### config.mk
export PLATFORM = sky130hd
export DESIGN_NAME = drop_controller
export DESIGN_NICKNAME = d
export VERILOG_FILES = /design/src/rtl/drop_pkg.sv /design/src/rtl/window_avg.sv /design/src/rtl/drop_controller.sv
export SDC_FILE = /design/constraint.sdc
export NUM_CORES = 1
export LEC_CHECK = 0
export CAP_MARGIN = 15
export CORE_ASPECT_RATIO = 0.5
export CORE_MARGIN = 2
export CORE_UTILIZATION = 52
export CTS_CLUSTER_SIZE = 28
export DETAILED_ROUTE_END_ITERATION = 16
export PLACE_DENSITY = 0.76
export SLEW_MARGIN = 20
export SYNTH_ARGS = -nofsm -noshare
export SYNTH_HDL_FRONTEND = slang
export SYNTH_HIERARCHICAL = 1
export SYNTH_SLANG_ARGS = --single-unit
### constraint.sdc
create_clock -name clk -period 2.7 [get_ports clk]
set_input_delay 0.675 -clock clk [delete_from_list [all_inputs] [get_ports clk]]
set_output_delay 0.675 -clock clk [all_outputs]
set_load 0.01 [all_outputs]
### src/rtl/drop_pkg.sv
// drop_pkg: shared state encoding and a constant-width helper for the drop controller.
`default_nettype none

package drop_pkg;

  localparam int STATE_W = 3;

  typedef enum logic [STATE_W-1:0] {
    IDLE    = 3'd0,
    ARMED   = 3'd1,
    CONFIRM = 3'd2,
    DROP    = 3'd3,
    DONE    = 3'd4
  } state_t;

  // Bits needed to index 'value' distinct items (value >= 1).
  function automatic int clog2(input int value);
    int r;
    r = 0;
    for (int i = 0; i < 31; i++) begin
      if ((1 << i) < value) r = i + 1;
    end
    return r;
  endfunction

endpackage

`default_nettype wire

### src/rtl/window_avg.sv
// window_avg: DEPTH-sample sliding window with a running sum and a registered round-half-up mean.
`default_nettype none

module window_avg
  import drop_pkg::*;
#(
  parameter int WIDTH = 8,
  parameter int DEPTH = 4
) (
  input  logic             clk,
  input  logic             rst_n,
  input  logic             in_valid,
  input  logic [WIDTH-1:0] in_data,
  output logic             out_valid,
  output logic [WIDTH-1:0] out_avg,
  output logic             full
);

  localparam int LOG_D = clog2(DEPTH);
  localparam int SUM_W = WIDTH + LOG_D;
  localparam int CNT_W = clog2(DEPTH + 1);

  logic [WIDTH-1:0] win [DEPTH];
  logic [SUM_W-1:0] sum;
  logic [SUM_W-1:0] sum_next;
  logic [SUM_W-1:0] rounded;
  logic [CNT_W-1:0] fill_cnt;

  // Slots start at zero, so subtracting the oldest slot is also correct while filling.
  assign sum_next = sum + SUM_W'(in_data) - SUM_W'(win[DEPTH-1]);
  // DEPTH*(2^WIDTH-1) + DEPTH/2 still fits in SUM_W bits.
  assign rounded  = sum_next + SUM_W'(DEPTH / 2);
  assign full     = (fill_cnt == CNT_W'(DEPTH));

  always_ff @(posedge clk or negedge rst_n) begin
    if (!rst_n) begin
      for (int i = 0; i < DEPTH; i++) win[i] <= '0;
      sum       <= '0;
      fill_cnt  <= '0;
      out_valid <= 1'b0;
      out_avg   <= '0;
    end else begin
      out_valid <= 1'b0;
      if (in_valid) begin
        win[0] <= in_data;
        for (int i = 1; i < DEPTH; i++) win[i] <= win[i-1];
        sum <= sum_next;
        if (!full) fill_cnt <= fill_cnt + CNT_W'(1);
        if (fill_cnt >= CNT_W'(DEPTH - 1)) begin
          out_valid <= 1'b1;
          out_avg   <= WIDTH'(rounded >> LOG_D);
        end
      end
    end
  end

endmodule

`default_nettype wire

### src/rtl/drop_controller.sv
// drop_controller: moving-average height tracker plus arm/confirm/drop/hold sequencer.
`default_nettype none

module drop_controller
  import drop_pkg::*;
#(
  parameter int WIDTH       = 8,
  parameter int DEPTH       = 4,
  parameter int CONFIRM     = 3,
  parameter int HOLD_CYCLES = 16
) (
  input  logic               clk,
  input  logic               rst_n,
  input  logic               height_valid,
  input  logic [WIDTH-1:0]   height,
  input  logic               drop_en,
  input  logic [WIDTH-1:0]   t_lim,
  output logic               avg_valid,
  output logic [WIDTH-1:0]   avg_height,
  output logic               drop_active,
  output logic [STATE_W-1:0] state
);

  localparam int CONF_W = clog2(CONFIRM + 1);
  localparam int HOLD_W = clog2(HOLD_CYCLES + 1);

  drop_pkg::state_t  st;
  logic [CONF_W-1:0] conf_cnt;
  logic [HOLD_W-1:0] hold_cnt;
  logic              accept;
  logic              full;
  logic              in_lim;

  // A zero height flags a failed sensor; such strobes never reach the window.
  assign accept = height_valid && (height != '0);

  window_avg #(
    .WIDTH (WIDTH),
    .DEPTH (DEPTH)
  ) u_window (
    .clk       (clk),
    .rst_n     (rst_n),
    .in_valid  (accept),
    .in_data   (height),
    .out_valid (avg_valid),
    .out_avg   (avg_height),
    .full      (full)
  );

  assign in_lim = avg_valid && (avg_height <= t_lim);
  assign state  = st;

  always_ff @(posedge clk or negedge rst_n) begin
    if (!rst_n) begin
      st          <= drop_pkg::IDLE;
      conf_cnt    <= '0;
      hold_cnt    <= '0;
      drop_active <= 1'b0;
    end else begin
      case (st)
        drop_pkg::IDLE: begin
          if (drop_en && full) st <= drop_pkg::ARMED;
        end
        drop_pkg::ARMED: begin
          if (!drop_en) begin
            st       <= drop_pkg::IDLE;
            conf_cnt <= '0;
          end else if (in_lim) begin
            if (CONFIRM <= 1) begin
              st          <= drop_pkg::DROP;
              drop_active <= 1'b1;
              hold_cnt    <= '0;
            end else begin
              st       <= drop_pkg::CONFIRM;
              conf_cnt <= CONF_W'(1);
            end
          end
        end
        drop_pkg::CONFIRM: begin
          if (!drop_en) begin
            st       <= drop_pkg::IDLE;
            conf_cnt <= '0;
          end else if (avg_valid) begin
            if (!in_lim) begin
              st       <= drop_pkg::ARMED;
              conf_cnt <= '0;
            end else if (conf_cnt == CONF_W'(CONFIRM - 1)) begin
              st          <= drop_pkg::DROP;
              conf_cnt    <= '0;
              drop_active <= 1'b1;
              hold_cnt    <= '0;
            end else begin
              conf_cnt <= conf_cnt + CONF_W'(1);
            end
          end
        end
        drop_pkg::DROP: begin
          // drop_en is ignored here: a started drop always runs its full hold.
          if (hold_cnt == HOLD_W'(HOLD_CYCLES - 1)) begin
            st          <= drop_pkg::DONE;
            drop_active <= 1'b0;
            hold_cnt    <= '0;
          end else begin
            hold_cnt <= hold_cnt + HOLD_W'(1);
          end
        end
        drop_pkg::DONE: begin
          if (!drop_en) st <= drop_pkg::IDLE;
        end
        default: begin
          st          <= drop_pkg::IDLE;
          conf_cnt    <= '0;
          hold_cnt    <= '0;
          drop_active <= 1'b0;
        end
      endcase
    end
  end

endmodule

`default_nettype wire

==> metrics <==
Final Slew Violations 0; pre-CTS setup slack -0.914 ns; vias in the first global route 2929; Chip Height 64.1 um; Crit. End Element flip-flop; failing checks negative setup slack; Yosys cell types 54; DIE WIDTH 124 um; worst-case clock buffer depth 2; Area growth, synth to finish 34.9%; area leader, netlist dfrtp_1; wire per inst 16.6 um; drt first pass iters 4; overall routed net length 8930 um; core footprint 6830 um2; final worst-path setup slack -0.0771 ns; FFs w/ async S/R, synth 100%; top-count cell post-synth dfrtp_1; HP Class in2async; largest cells by area after synthesis dfrtp_1 (43%), mux2_2 (9.9%), ha_1 (7.7%), inv_1 (5.4%), fa_1 (4.3%); drt initial violations 131; r2r worst-path depth 12; share of cells above drive strength 1 32.4%; starting density of the core 54.9%; CTS Hold Bufs 0; worst flop-to-flop path startpoint u_window/win[0]$_DFFE_PN0P_; EDFF count, synth 0; Avg Cell Area, Syn 10.3 um2; Synth top cells by count dfrtp_1 (65), inv_1 (54), mux2_2 (33); Setup CP Type in2reg; GPL Wtd Cong 0.834; FP Rows 21; post-DP HPWL 5510 um; Worst-Skew Late Latency 0.34 ns; actual slew at the worst max-slew pin 0.811 ns; slowest cell on the critical path fa_1; # clock sinks 65; largest net degree at the start of global routing 36; Warnings, synthesis 6; antenna violations before repair 0; Syn Nets 415; clock skew 0.00708 ns; Root Buffer clkbuf_16; Max Clk Rate 360 MHz; Final ANT Viol Nets 0; outcome finished, violations left; Max-Cap Viols 0; Seq/Total Area, Yosys 43.3%; Cell Area, Placed 4500 um2; Final min period 2.78 ns; fin crit share 103%; Post-Layout Inst Area 5060 um2; CTS tree done; RSZ-0062 raised after global routing yes; Setup violations, final 7; Slew Limit Headroom 45.9%; Worst setup SP type input port; Remaining DRCs 0; endpoints failing hold 0; Crit Path Max Fanout 4; FF-to-FF End u_window/out_avg[7]$_DFFE_PN0P_; Synth Instances 364; Crit path arrival time 3.01 ns; grt total ovfl 0; CP max stage delay 0.55 ns; CTS HTree Levels 3; flop2flop setup slack -0.03 ns; CTS buffer count 9; Layout fillers 427; CP cell instances dlygate4sd2_1, inv_1, fa_1, inv_1, ha_4, buf_6, nor2_1, nor3_4, xor2_2, buf_4, buf_4, nand2_1, o21ai_1; vias 2943; Tot GR Track Use 22.7%; Most used DFF post-synth dfrtp_1; Synth Register Bits 65; die area 7960 um2; fin nets 494; IO Pins 33; first-pass GRT wire length 13700 um; Worst-path clk slew 0.06 ns; post-synth top area share 43.3%; Critical Path RT 2.93 ns; Post-Synthesis Cell Area 3750 um2; input/output buffers 32; Ant. Diodes 0; vias per cell 5.46
registers in the layout (all words and copies together), names as in the netlist:
register and count:
u_window/win 32, u_window/sum 10, u_window/out_avg 8, hold_cnt 5, state 3, u_window/fill_cnt 3, conf_cnt 2, drop_active 1
u_window/out_valid 1
final cells by class:
| cell class | instances | area (um2) | share of cell area, % |
|---|---|---|---|
| multi-input cells | 235 | 2110 | 41.6 |
| clock buffers | 13 | 280 | 5.53 |
| well taps | 92 | 115 | 2.27 |
| flip-flops and latches | 65 | 1630 | 32.1 |
| clock inverters | 2 | 35.0 | 0.692 |
| repair buffers | 78 | 692 | 13.7 |
| inverters | 54 | 210 | 4.15 |
critical path: cells and delay by family:
family | cells | cell delay [ns]
xor+xnor | 1 | 0.27
buf+inv | 6 | 0.75
simple gates | 3 | 0.37
fa+ha+maj | 2 | 0.79
compound gates | 1 | 0.16
per-stage QoR:
step	std cells	setup TNS [ns]	utilization (%)	hold WS [ns]
floorplan	364	-0.601	-	0.379
global placement	512	-10.09	65.9	0.471
detailed placement	512	-13.03	65.9	0.486
CTS	534	-0.0877	72.4	0.454
global route	539	-0.961	74.1	0.493
finish	539	-0.280	74.1	0.430
layer usage:
metal  GRT usage [%]  routed length, um  vias up  share of wire, %
met3            8.13                444       18               5.0
li1                -                  -     1387                 -
met2            37.4               4360       85                49
met5               0                  0        -                 0
met4            5.90                167        0               1.9
met1            28.6               3960     1453                44
worst max path at each step:
| stage | from | end | depth (start not counted) |
|---|---|---|---|
| 2_1_floorplan | height[1] | u_window/out_avg[7]$_DFFE_PN0P_ | 11 |
| 3_3_place_gp | height[1] | u_window/out_avg[6]$_DFFE_PN0P_ | 12 |
| 3_5_place_dp | height[1] | u_window/out_avg[6]$_DFFE_PN0P_ | 12 |
| 4_1_cts | height[1] | u_window/out_avg[7]$_DFFE_PN0P_ | 12 |
| 5_1_grt | height[6] | u_window/out_avg[7]$_DFFE_PN0P_ | 12 |
| 6_report | height[6] | u_window/sum[7]$_DFFE_PN0P_ | 13 |
layout by cell type, fill, tap and decap left out, types with 2 or more instances in the layout:
| cell | netlist | final |
|---|---|---|
| and2_1 | 2 | 2 |
| nor2_2 | 0 | 2 |
| a21oi_1 | 13 | 9 |
| mux2_2 | 33 | 33 |
| xor2_2 | 1 | 4 |
| inv_2 | 0 | 7 |
| dlygate4sd2_1 | 0 | 2 |
| nor2_1 | 17 | 15 |
| o21ai_1 | 2 | 8 |
| o2111ai_2 | 0 | 2 |
| a21o_1 | 2 | 2 |
| buf_4 | 0 | 44 |
| mux2_1 | 2 | 2 |
| mux2i_1 | 3 | 2 |
| nand2_1 | 31 | 30 |
| nor4_1 | 2 | 2 |
| nand3b_1 | 4 | 4 |
| a21oi_2 | 0 | 4 |
| buf_12 | 0 | 3 |
| xnor2_2 | 0 | 3 |
| clkbuf_8 | 1 | 4 |
| clkbuf_16 | 0 | 9 |
| dfrtp_1 | 65 | 65 |
| nand3_1 | 6 | 6 |
| clkdlybuf4s50_1 | 0 | 23 |
| nand4_1 | 3 | 3 |
| nand4bb_1 | 2 | 2 |
| o21ai_0 | 22 | 16 |
| nor3_1 | 6 | 5 |
| a31oi_1 | 2 | 2 |
| o21a_1 | 4 | 4 |
| fa_1 | 8 | 7 |
| xor2_1 | 9 | 6 |
| inv_1 | 54 | 46 |
| ha_1 | 23 | 15 |
| ha_4 | 0 | 7 |
| xnor2_1 | 8 | 5 |
| buf_2 | 1 | 2 |
cells by family (layout without fill, tap and decap cells):
family                   after synthesis  in the layout  share of synthesized area, %
adder cells (fa/ha/maj)               31             31                          11.9
AND/OR/NAND/NOR                       83             83                          11.1
flip-flops                            65             65                          43.3
multiplexers                          38             38                          11.3
buffers and inverters                 64            147                          6.90
AO/OA/AOI/OAI                         65             65                          11.0
XOR/XNOR                              18             18                          4.40
timing repair:
item	4_1_cts	5_1_grt
gates resized for setup	38	24
pin swaps	23	20
setup endpoints to repair	14	14
setup buffers	7	5
Power is left out: the tool's default activity adds up to more than one toggle a clock period on the data nets, which glitch-free logic cannot reach.
